**src/rtl/reorder_pkg.sv**
```systemverilog
// Shared definitions for the reorder buffer: verdict encodings, head FSM states
// and the non-power-of-two tag wrap helper.
package reorder_pkg;

  localparam logic [1:0] ST_PENDING = 2'b00;
  localparam logic [1:0] ST_REJECT  = 2'b01;
  localparam logic [1:0] ST_ACCEPT  = 2'b11;

  typedef enum logic [1:0] {
    EMPTY,
    WAIT,
    STALL
  } head_state_e;

  function automatic int unsigned tag_inc(input int unsigned tag, input int unsigned size);
    return (tag == size - 1) ? 0 : tag + 1;
  endfunction

endpackage

```
**src/rtl/reorder_desc_ram.sv**
```systemverilog
// Descriptor storage for the reorder buffer: one synchronous write port (tail)
// and one asynchronous read port (head).
module reorder_desc_ram #(
  parameter int TAG_WIDTH            = 6,
  parameter int CIRCULAR_BUFFER_SIZE = 50,
  parameter int DESC_WIDTH           = 64
) (
  input  logic                  clk,
  input  logic                  wr_en,
  input  logic [TAG_WIDTH-1:0]  wr_addr,
  input  logic [DESC_WIDTH-1:0] wr_data,
  input  logic [TAG_WIDTH-1:0]  rd_addr,
  output logic [DESC_WIDTH-1:0] rd_data
);

  logic [DESC_WIDTH-1:0] mem [CIRCULAR_BUFFER_SIZE];

  always_ff @(posedge clk) begin
    if (wr_en) mem[wr_addr] <= wr_data;
  end

  assign rd_data = mem[rd_addr];

endmodule

```
**src/rtl/reorder_emitter.sv**
```systemverilog
// Reorder buffer head/tail controller: allocates tags, reads verdicts for the head
// tag and emits accepted descriptors in arrival order. Counters need REORDER_STATS_EN.
module reorder_emitter
  import reorder_pkg::*;
#(
  parameter int TAG_WIDTH            = 6,
  parameter int CIRCULAR_BUFFER_SIZE = 50,
  parameter int DESC_WIDTH           = 64
) (
  input  logic                  clk,
  input  logic                  rst,
  input  logic                  in_valid,
  output logic                  in_ready,
  input  logic [DESC_WIDTH-1:0] in_desc,
  output logic [TAG_WIDTH-1:0]  in_tag,
  output logic [TAG_WIDTH-1:0]  cb_reorder_tag,
  input  logic [1:0]            cb_rd_packet_status,
  output logic                  out_valid,
  input  logic                  out_ready,
  output logic [DESC_WIDTH-1:0] out_desc,
  output logic [TAG_WIDTH-1:0]  out_tag,
  output logic [TAG_WIDTH:0]    occupancy,
  output logic [31:0]           stat_accepted,
  output logic [31:0]           stat_dropped
);

  head_state_e           state, state_nxt;
  logic [TAG_WIDTH-1:0]  tail, head;
  logic                  rel_vld_p1;
  logic                  alloc, load, drop, advance, out_free;
  logic [TAG_WIDTH:0]    live;
  logic [DESC_WIDTH-1:0] ram_rd;

  reorder_desc_ram #(
    .TAG_WIDTH            (TAG_WIDTH),
    .CIRCULAR_BUFFER_SIZE (CIRCULAR_BUFFER_SIZE),
    .DESC_WIDTH           (DESC_WIDTH)
  ) u_ram (
    .clk     (clk),
    .wr_en   (alloc),
    .wr_addr (tail),
    .wr_data (in_desc),
    .rd_addr (head),
    .rd_data (ram_rd)
  );

  assign in_ready       = occupancy < (TAG_WIDTH+1)'(CIRCULAR_BUFFER_SIZE);
  assign alloc          = in_valid && in_ready;
  assign in_tag         = tail;
  assign cb_reorder_tag = head;
  assign out_free       = !out_valid || out_ready;
  // Entries not yet resolved by the head; occupancy still counts a slot whose release is in flight.
  assign live           = occupancy - {{TAG_WIDTH{1'b0}}, rel_vld_p1};
  assign advance        = load || drop;

  always_comb begin
    state_nxt = state;
    load      = 1'b0;
    drop      = 1'b0;
    case (state)
      EMPTY: if (alloc || live != '0) state_nxt = WAIT;
      WAIT: begin
        case (cb_rd_packet_status)
          ST_REJECT: drop = 1'b1;
          ST_ACCEPT: begin
            if (out_free) load = 1'b1;
            else          state_nxt = STALL;
          end
          default: ;
        endcase
      end
      STALL: if (out_free) load = 1'b1;
      default: state_nxt = EMPTY;
    endcase
    if (advance) state_nxt = (live == (TAG_WIDTH+1)'(1) && !alloc) ? EMPTY : WAIT;
  end

  // Stage p0 -> p1: pointers, delayed release, head FSM and output register
  always_ff @(posedge clk) begin
    if (rst) begin
      state      <= EMPTY;
      tail       <= '0;
      head       <= '0;
      occupancy  <= '0;
      rel_vld_p1 <= 1'b0;
      out_valid  <= 1'b0;
      out_desc   <= '0;
      out_tag    <= '0;
    end else begin
      state      <= state_nxt;
      rel_vld_p1 <= advance;
      occupancy  <= occupancy + (TAG_WIDTH+1)'(alloc) - (TAG_WIDTH+1)'(rel_vld_p1);
      if (alloc)   tail <= TAG_WIDTH'(tag_inc(32'(tail), CIRCULAR_BUFFER_SIZE));
      if (advance) head <= TAG_WIDTH'(tag_inc(32'(head), CIRCULAR_BUFFER_SIZE));
      if (load) begin
        out_valid <= 1'b1;
        out_desc  <= ram_rd;
        out_tag   <= head;
      end else if (out_ready) begin
        out_valid <= 1'b0;
      end
    end
  end

`ifdef REORDER_STATS_EN
  always_ff @(posedge clk) begin
    if (rst) begin
      stat_accepted <= '0;
      stat_dropped  <= '0;
    end else begin
      if (load) stat_accepted <= stat_accepted + 32'd1;
      if (drop) stat_dropped  <= stat_dropped + 32'd1;
    end
  end
`else
  assign stat_accepted = '0;
  assign stat_dropped  = '0;
`endif

endmodule

```
**config.mk**
```make
export PLATFORM = sky130hd
export DESIGN_NAME = reorder_emitter
export DESIGN_NICKNAME = d
export VERILOG_FILES = /design/src/rtl/reorder_pkg.sv /design/src/rtl/reorder_desc_ram.sv /design/src/rtl/reorder_emitter.sv
export SDC_FILE = /design/constraint.sdc
export NUM_CORES = 2
export LEC_CHECK = 0
export CORE_MARGIN = 3
export CORE_UTILIZATION = 35
export DETAILED_ROUTE_END_ITERATION = 7
export GPL_ROUTABILITY_DRIVEN = 0
export PLACE_DENSITY = 0.54
export SETUP_SLACK_MARGIN = 0.5
export SLEW_MARGIN = 20
export SYNTH_ARGS = -nofsm -noshare
export SYNTH_HDL_FRONTEND = slang
export SYNTH_SLANG_ARGS = --single-unit
```
**constraint.sdc**
```tcl
create_clock -name clk -period 8.1 [get_ports clk]
set_input_delay 2.025 -clock clk [delete_from_list [all_inputs] [get_ports clk]]
set_output_delay 2.025 -clock clk [all_outputs]
set_load 0.03 [all_outputs]
```
==> metrics.md <==
| Metric | Value |
|---|---|
| Clk Latency, worst-skew pair | `0.93 ns` |
| Initial antenna violation count | `24` |
| Crit path kind | `in2reg` |
| Routed wire length | `365000 µm` |
| Post-DP HPWL | `216000 µm` |
| WL/cell | `31.8 µm` |
| Setup crit end kind | `flop` |
| Asr flop ratio synth | `0` |
| CTS Hold Bufs | `0` |
| First-pass GRT wire length | `508000 µm` |
| Fillers | `31700` |
| CP required | `8.63 ns` |
| Critical path data arrival time | `5.82 ns` |
| First-pass iteration count of the detailed router | `6` |
| Post-synth EDFFs | `3200` |
| Die H | `607 µm` |
| Least-Margin Pin Slew | `1.16 ns` |
| CTS-repair resized insts | `0` |
| Setup Viol. Count Final | `0` |
| Core ar. | `0.359 mm²` |
| Dominant synthesized flop cell | `edfxtp_1` |
| Setup tns final | `0 ns` |
| Via density | `5.51` |
| Largest net degree at the start of global routing | `114` |
| Worst-path maximum fanout | `45` |
| Clk sink count | `3293` |
| Unique cell type count in the Yosys netlist | `63` |
| Non-Filler Instances | `11500` |
| Seq/Total Area, Yosys | `0.774` |
| Cell Area, Synth | `0.127 mm²` |
| Inst Count DP | `10800` |
| DR iter-0 viols | `7422` |
| M2 GR Usage | `0.310` |
| Root cell of the clock tree | `clkbuf_16` |
| Outcome | `finished clean` |
| Syn-to-layout area delta | `15.0%` |
| Period minus WS final | `5.28 ns` |
| Util after Layout | `0.405` |
| Synthesized area per cell | `21.0 µm²` |
| RSZ-0062 raised after global routing | `no` |
| GR met3 Demand/Resource | `0.0275` |
| Clock Pin Slew Worst Setup and Hold Paths | `0.06 ns` |
| Vias in the first global route | `63100` |
| Max cap viols | `0` |
| FP Rows | `220` |
| Hold Violations, Final | `0` |
| CTS tree | `yes` |
| GRT busiest layer | `met2` |
| Die area | `0.369 mm²` |
| H-tree levels | `5` |
| Worst Skew | `0.0700 ns` |
| Slew Viols, Final | `0` |
| GRT Total Usage | `0.193` |
| Syn. warnings | `0` |
| CTS buffer count | `346` |
| Yosys reg bits | `3293` |
| Fin crit share | `0.652` |
| Antenna violation net count after detailed routing | `0` |
| Commonest non-fill, non-tap cell in the layout | `edfxtp_1` |
| I/O pin total | `225` |
| Final nets | `6520` |
| Slew HR | `0.222` |
| Startpoint Class | `input port` |
| Most frequent cells in the layout | `edfxtp_1, mux4_2, mux2i_1` |
| Total gr overflow | `0` |
| VDD IR max | `0.183 mV` |
| Hold Crit Class | `reg2reg` |
| Horiz. Die Dim | `607 µm` |
| PwrDens | `267 mW/mm²` |
| Port Buffers | `160` |
| Met1 Use GR | `0.275` |
| Leak | `43.4 nW` |
| Post-CTS setup buffer count | `0` |
| Fraction of layout cells with a size suffix above 1 | `0.219` |
| Initial Utilization | `0.352` |
| DR vias | `63200` |
| Mapped Cells | `6024` |
| # DRC | `0` |
| Fmax | `189 MHz` |
| Clk buf depth | `4` |
logic make-up after synthesis:
logic type,count (synthesis),synth area share
other,1,0.0000296
adder cells (fa/ha/maj),28,0.00283
AO/OA/AOI/OAI,625,0.0370
flip-flops,3293,0.774
buffers and inverters,430,0.0194
XOR/XNOR,13,0.000899
multiplexers,1157,0.149
AND/OR/NAND/NOR,477,0.0175
metal layers:
metal  part of all wire  wire, µm  up-vias
li1                   -         -    25800
met1               0.43    156000    34400
met2               0.48    174000     2572
met3              0.069     25200      467
met4              0.028     10100        6
met5            0.00011        41        -
critical path: stages:
cell and delay [ns]:
clkdlybuf4s50_1 0.45, and3_1 0.54, inv_1 0.35, nor2_1 0.27, nand3_1 0.67, nor2_4 0.94, buf_12 0.43
sequential cells by signal, indices dropped and copies added, names as in the netlist:
signal,cells
u_ram.mem,3200
out_desc,64
occupancy,7
cb_reorder_tag,6
in_tag,6
out_tag,6
state,2
out_valid,1
rel_vld_p1,1
power by group:
part           internal (mW)  switching, mW  leakage [nW]  total, mW
Sequential              18.9          0.231          29.5       19.2
Clock                   8.91           6.60          5.37       15.5
Combinational           1.68           2.57          8.50       4.25
Total                   29.5           9.40          43.4       38.9
layout make-up:
type	count	area [µm²]	share of cell area
Tap cell	4773	5970	0.0410
Timing Repair Buffer	385	3650	0.0251
Clock buffer	450	9320	0.0640
Sequential cell	3293	98000	0.673
Clock inverter	181	1700	0.0116
Multi-Input combinational cell	2364	26900	0.185
Antenna cell	3	7.51	0.0000515
Inverter	32	123	0.000842
final timing paths:
| path | depth (start not counted) | slack, ns | startpoint | end |
|---|---|---|---|---|
| setup / recovery | 7 | 2.82 | in_valid | u_ram.mem[36][61]$_DFFE_PP_ |
| hold / removal | 2 | 0.46 | out_tag[2]$_SDFFE_PP0P_ | out_tag[2]$_SDFFE_PP0P_ |
| setup reg to reg | 9 | 3.36 | occupancy[3]$_SDFF_PP0_ | u_ram.mem[36][61]$_DFFE_PP_ |
| hold reg to reg | 2 | 0.46 | out_tag[2]$_SDFFE_PP0P_ | out_tag[2]$_SDFFE_PP0P_ |
per-stage QoR:
step | power, mW | area, µm² | setup WS (ns) | hold slack, ns
detailed placement | 23.8 | 135000 | 2.02 | 0.451
global route | 40.1 | 146000 | 2.73 | 0.493
finish | 38.9 | 146000 | 2.82 | 0.464
floorplan | 22.2 | 127000 | 2.10 | 0.451
CTS | 39.3 | 146000 | 2.97 | 0.461
global placement | 23.8 | 135000 | 1.66 | 0.457
synth_stat cells (15+ instances only):
cell type	count	area, µm²
o21ai_0	30	150
a2111oi_2	26	390
dfxtp_1	93	1860
a21oi_1	107	536
nand3_1	71	355
mux2i_1	504	5040
o221ai_1	34	298
buf_2	121	606
buf_4	121	908
a211oi_1	77	578
ha_1	27	338
buf_1	17	63.8
nor2b_1	38	238
clkbuf_1	107	402
mux2_2	83	935
edfxtp_1	3200	96100
a221o_1	28	280
a2111oi_0	32	280
or3_1	15	93.8
nor3_1	16	80.1
nand2_1	111	417
inv_1	32	120
o22ai_1	91	569
a22oi_1	101	758
mux4_2	570	12800
buf_6	32	360
nor2_1	168	631
(Power assumes the default switching activity.)
